==> config.mk <==
export PLATFORM = sky130hd
export DESIGN_NAME = bsc_axiu_stream_dest_router
export DESIGN_NICKNAME = d
export VERILOG_FILES = /design/src/rtl/bsc_axiu_stream_dest_router.sv
export SDC_FILE = /design/constraint.sdc
export NUM_CORES = 1
export LEC_CHECK = 0
export ABC_AREA = 1
export CAP_MARGIN = 10
export CORE_MARGIN = 2
export CORE_UTILIZATION = 31
export CTS_CLUSTER_SIZE = 16
export DETAILED_ROUTE_END_ITERATION = 10
export PLACE_DENSITY_LB_ADDON = 0.05
export SETUP_SLACK_MARGIN = 0.5
export SYNTH_ARGS = -nofsm -noshare
export SYNTH_HDL_FRONTEND = slang
export SYNTH_SLANG_ARGS = --single-unit
==> constraint.sdc <==
create_clock -name aclk -period 2.2 [get_ports aclk]
set_input_delay 0.55 -clock aclk [delete_from_list [all_inputs] [get_ports aclk]]
set_output_delay 0.55 -clock aclk [all_outputs]
set_load 0.1 [all_outputs]
==> src/rtl/bsc_axiu_stream_dest_router.sv <==
// Steers whole AXI-Stream packets to one of NUM_OUT outputs by first-beat tdest.
// Packets with an out-of-range destination are swallowed and counted.
module bsc_axiu_stream_dest_router #(
    parameter int TID_WIDTH = 4,
    parameter int NUM_OUT   = 4
) (
    input  logic                 aclk,
    input  logic                 aresetn,
    input  logic [63:0]          inStream_tdata,
    input  logic [2:0]           inStream_tdest,
    input  logic [TID_WIDTH-1:0] inStream_tid,
    input  logic                 inStream_tlast,
    input  logic                 inStream_tvalid,
    output logic                 inStream_tready,
    output logic [63:0]          outStream_tdata,
    output logic [2:0]           outStream_tdest,
    output logic [TID_WIDTH-1:0] outStream_tid,
    output logic                 outStream_tlast,
    output logic [NUM_OUT-1:0]   outStream_tvalid,
    input  logic [NUM_OUT-1:0]   outStream_tready,
    output logic [15:0]          drop_count,
    output logic                 busy
);

    localparam logic [1:0] S_IDLE = 2'd0;
    localparam logic [1:0] S_FWD  = 2'd1;
    localparam logic [1:0] S_DROP = 2'd2;
    localparam logic [3:0] LP_NUM_OUT = 4'(NUM_OUT);

    logic [1:0]           r_state;
    logic                 r_hold_vld;
    logic [2:0]           r_sel;
    logic [63:0]          r_tdata;
    logic [2:0]           r_tdest;
    logic [TID_WIDTH-1:0] r_tid;
    logic                 r_tlast;
    logic [15:0]          r_drop_count;

    logic w_first;
    logic w_dest_bad;
    logic w_drop_beat;
    logic w_port_rdy;
    logic w_acc;
    logic w_load;
    logic w_new_drop;

    assign w_first     = (r_state == S_IDLE);
    assign w_dest_bad  = ({1'b0, inStream_tdest} >= LP_NUM_OUT);
    // Discarded beats never touch the hold register, so they are always accepted.
    assign w_drop_beat = (r_state == S_DROP) || (w_first && inStream_tvalid && w_dest_bad);

    always_comb begin
        w_port_rdy = 1'b0;
        for (int p = 0; p < NUM_OUT; p++) begin
            if (r_sel == 3'(p)) w_port_rdy = outStream_tready[p];
        end
    end

    // Ready follows downstream combinationally so drain and load share one cycle.
    assign inStream_tready = w_drop_beat || !r_hold_vld || w_port_rdy;
    assign w_acc           = inStream_tvalid && inStream_tready;
    assign w_load          = w_acc && !w_drop_beat;
    assign w_new_drop      = w_acc && w_first && w_dest_bad;

    always_ff @(posedge aclk) begin
        if (!aresetn) begin
            r_state      <= S_IDLE;
            r_hold_vld   <= 1'b0;
            r_sel        <= 3'd0;
            r_tdata      <= 64'd0;
            r_tdest      <= 3'd0;
            r_tid        <= '0;
            r_tlast      <= 1'b0;
            r_drop_count <= 16'd0;
        end else begin
            if (w_load) begin
                r_hold_vld <= 1'b1;
                r_tdata    <= inStream_tdata;
                r_tdest    <= inStream_tdest;
                r_tid      <= inStream_tid;
                r_tlast    <= inStream_tlast;
                if (w_first) r_sel <= inStream_tdest;
            end else if (r_hold_vld && w_port_rdy) begin
                r_hold_vld <= 1'b0;
            end

            if (w_acc && inStream_tlast) begin
                r_state <= S_IDLE;
            end else if (w_acc && w_first) begin
                r_state <= w_dest_bad ? S_DROP : S_FWD;
            end

            if (w_new_drop && (r_drop_count != 16'hFFFF)) begin
                r_drop_count <= r_drop_count + 16'd1;
            end
        end
    end

    always_comb begin
        outStream_tvalid = '0;
        for (int p = 0; p < NUM_OUT; p++) begin
            outStream_tvalid[p] = r_hold_vld && (r_sel == 3'(p));
        end
    end

    assign outStream_tdata = r_tdata;
    assign outStream_tdest = r_tdest;
    assign outStream_tid   = r_tid;
    assign outStream_tlast = r_tlast;
    assign drop_count      = r_drop_count;
    assign busy            = (r_state != S_IDLE) || r_hold_vld;

endmodule
==> flow_metrics.env <==
export IMPL_status="finished clean"
export IMPL_syn_to_final_growth_pct=59.71
export IMPL_crit_arrival_ps=1380
export IMPL_vias_per_cell=4.104
export IMPL_skew_ps=4.434
export IMPL_cp_end_kind="primary output"
export IMPL_firstDrtPassIters=4
export IMPL_hp_class="reg -> reg"
export IMPL_grt_pass1_vias=4371
export IMPL_grt_usage_pct=16.61
export IMPL_die_w_um=128.4
export IMPL_fin_cells=1168
export IMPL_worst_hold_slack_ps=483.2
export IMPL_tightest_slew_ps=384.3
export IMPL_async_reset_ff_share_pct=0
export IMPL_start_util_pct=31.70
export IMPL_swShare_pct=41.46
export IMPL_cts_tree="done"
export IMPL_crit_type="reg -> out"
export IMPL_pwr_share_seq_pct=33.3
export IMPL_synth_edf_count=0
export IMPL_path_max_fanout=3
export IMPL_wire_per_inst_um=11.81
export IMPL_cts_made_buffers=9
export IMPL_vias=4793
export IMPL_p_total_w=0.005777
export IMPL_yosysSeqAreaShare_pct=39.20
export IMPL_ir_worst_vdd_uv=442.2
export IMPL_clkSinkCount=94
export IMPL_filler_cell_count=1562
export IMPL_cp_start_kind="register"
export IMPL_maxSlewHeadroom_pct=74.38
export IMPL_setup_viol=0
export IMPL_drt_wl_total_um=13790
export IMPL_drive_gt1_share_pct=28.16
export IMPL_p_leak_nw=4.059
export IMPL_required_ps=1650
export IMPL_io_buffers=172
export IMPL_synth_most_common_cell="inv_1"
export IMPL_min_period_ps=1932
export IMPL_syn_inst=795
export IMPL_dieArea_um2=16500
export IMPL_ys_seq_elements=94
export IMPL_synth_top_area_share_pct=39.20
export IMPL_grt_ovfl_total=0
export IMPL_num_antenna_cells=0
export IMPL_dp_hpwl_um=8781
export IMPL_die_y_um=128.4
export IMPL_drv_slew=0
export IMPL_grt_pass1_wl_um=21760
export IMPL_synth_common_cells="inv_1, nand2_1, nor2_1"
export IMPL_syn_nets=875
export IMPL_power_frac_comb_pct=41.6
export IMPL_cts_max_path_buffers=2
export IMPL_power_density_nw_per_um2=753.4
export IMPL_synth_ff_type="dfxtp_1"
export IMPL_postPlaceCellArea_um2=6857
export IMPL_min_period_over_period_pct=87.84
export IMPL_fp_row_count=45
export IMPL_drt_iter0_markers=161
export IMPL_hold_viol=0
export IMPL_max_freq_mhz=517.5
export IMPL_rsz0062_at_grt="yes"
export IMPL_synth_distinct_cells=25
export IMPL_synth_warnings=0
export IMPL_p_int_w=0.003382
export IMPL_clkPwrFrac_pct=25.1
export IMPL_worst_slack_ps=267.6
export IMPL_gp_congestion=0.7351
export IMPL_clk_latency_ps=340
export IMPL_htreeDepth=3
export IMPL_remaining_drc_errors=0
export IMPL_coreArea_um2=15150
export IMPL_clkTransAtPathRegs_ps=60
export IMPL_syn_area_um2=4801
export IMPL_p_switching_w=0.002395
export IMPL_ys_top_cells_by_area="dfxtp_1, inv_1, nand2_1"
export IMPL_pre_cts_slack_ps=-12.85
export IMPL_dp_cells=1135
export IMPL_maxCapViolations=0
export IMPL_io_pin_count=173
export IMPL_grt_max_degree=55
export IMPL_fin_area_um2=7667
export IMPL_clockRootBuffer="clkbuf_16"
export IMPL_yosysTopAreaCell="dfxtp_1"
export IMPL_antenna_found_initial=0
export IMPL_ant_nets=0
export IMPL_nNetsFinal=1057
export IMPL_avgSynthCellArea_um2=6.039
## timing repair
| item | CTS | global route |
|---|---|---|
| resized for setup | 25 | 51 |
| hold buffers | 0 | 0 |
| buffers inserted | 9 | 1 |
| endpoints found under the setup margin | 93 | 96 |
| cloned | 4 | 5 |
| pin swaps | 11 | 14 |
## layer usage
layer	track usage (%)	share of wire, %	routed length, µm	up-vias
li1	-	-	-	2622
met1	20.70	46	6315	2051
met2	27.94	47	6447	106
met3	4.366	5.9	820	14
met4	5.495	1.5	206	0
met5	0	0	0	-
## sequential cells by signal, indices dropped and copies added (netlist names)
register,count
outStream_tdata,64
drop_count,16
outStream_tid,4
outStream_tdest,3
r_sel,3
r_state,2
outStream_tlast,1
r_hold_vld,1
## worst max-delay path: stages (launching register included)
cell     delay, ps
dfxtp_4        360
buf_4          140
buf_4          130
nor4_4         190
buf_12         210
## through the flow
step / TNS [ps] / utilization (%)
finish: 0 / 50.62
CTS: 0 / 48.69
global placement: -1.242 / 45.27
detailed placement: -23.56 / 45.27
floorplan: 0 / -
global route: 0 / 50.62
## final timing paths
kind                                         startpoint                               to  slack [ps]  cells after the start
worst min-delay path            r_state[1]$_SDFFE_PP0P_          r_state[1]$_SDFFE_PP0P_         480                      2
worst min register to register  r_state[1]$_SDFFE_PP0P_          r_state[1]$_SDFFE_PP0P_         480                      2
worst max register to register    r_sel[0]$_SDFFE_PN0P_  outStream_tdest[0]$_SDFFE_PN0P_         490                     15
worst max-delay path              r_sel[0]$_SDFFE_PN0P_              outStream_tvalid[0]         270                      4
## layout make-up
cell class              instances  area, µm²  share of cell area, %
clock buffers                  12      256.5                  3.345
clock inverters                 2      10.01                 0.1305
inverters                     243      934.6                  12.19
multi-input cells             425       2176                  28.38
flip-flops and latches         94       1929                  25.16
well taps                     188      235.2                  3.068
repair buffers                204       2126                  27.73
## cells in the final DEF (no fill, tap or decap), drive strengths merged, types with 4 or more instances in the layout
| cell | synthesis | routed |
|---|---|---|
| a21oi | 12 | 12 |
| buf | 24 | 122 |
| clkbuf | 9 | 18 |
| clkdlybuf4s50 | 0 | 71 |
| dfxtp | 94 | 94 |
| dlygate4sd2 | 0 | 4 |
| inv | 243 | 243 |
| nand2 | 197 | 197 |
| nand3 | 84 | 84 |
| nor2 | 101 | 101 |
| nor3 | 8 | 8 |
| o21ai | 8 | 8 |
| xor2 | 4 | 4 |
## cell families after synthesis
group,count (synthesis),share of synthesized area [%]
fa+ha+maj,1,0.2606
compound gates,20,2.085
buf+inv,276,22.96
simple gates,399,34.58
xor+xnor,5,0.9121
flops,94,39.20
## power groups by stage
stage          Sequential [W]  Clock (W)  Combinational (W)
2_1_floorplan         0.00293          0           0.000677
3_3_place_gp          0.00196          0            0.00220
3_5_place_dp          0.00196          0            0.00220
4_1_cts               0.00192    0.00154            0.00231
5_1_grt               0.00194    0.00157            0.00256
6_report              0.00192    0.00145            0.00240
No activity file was read; power rests on OpenSTA's default activity.
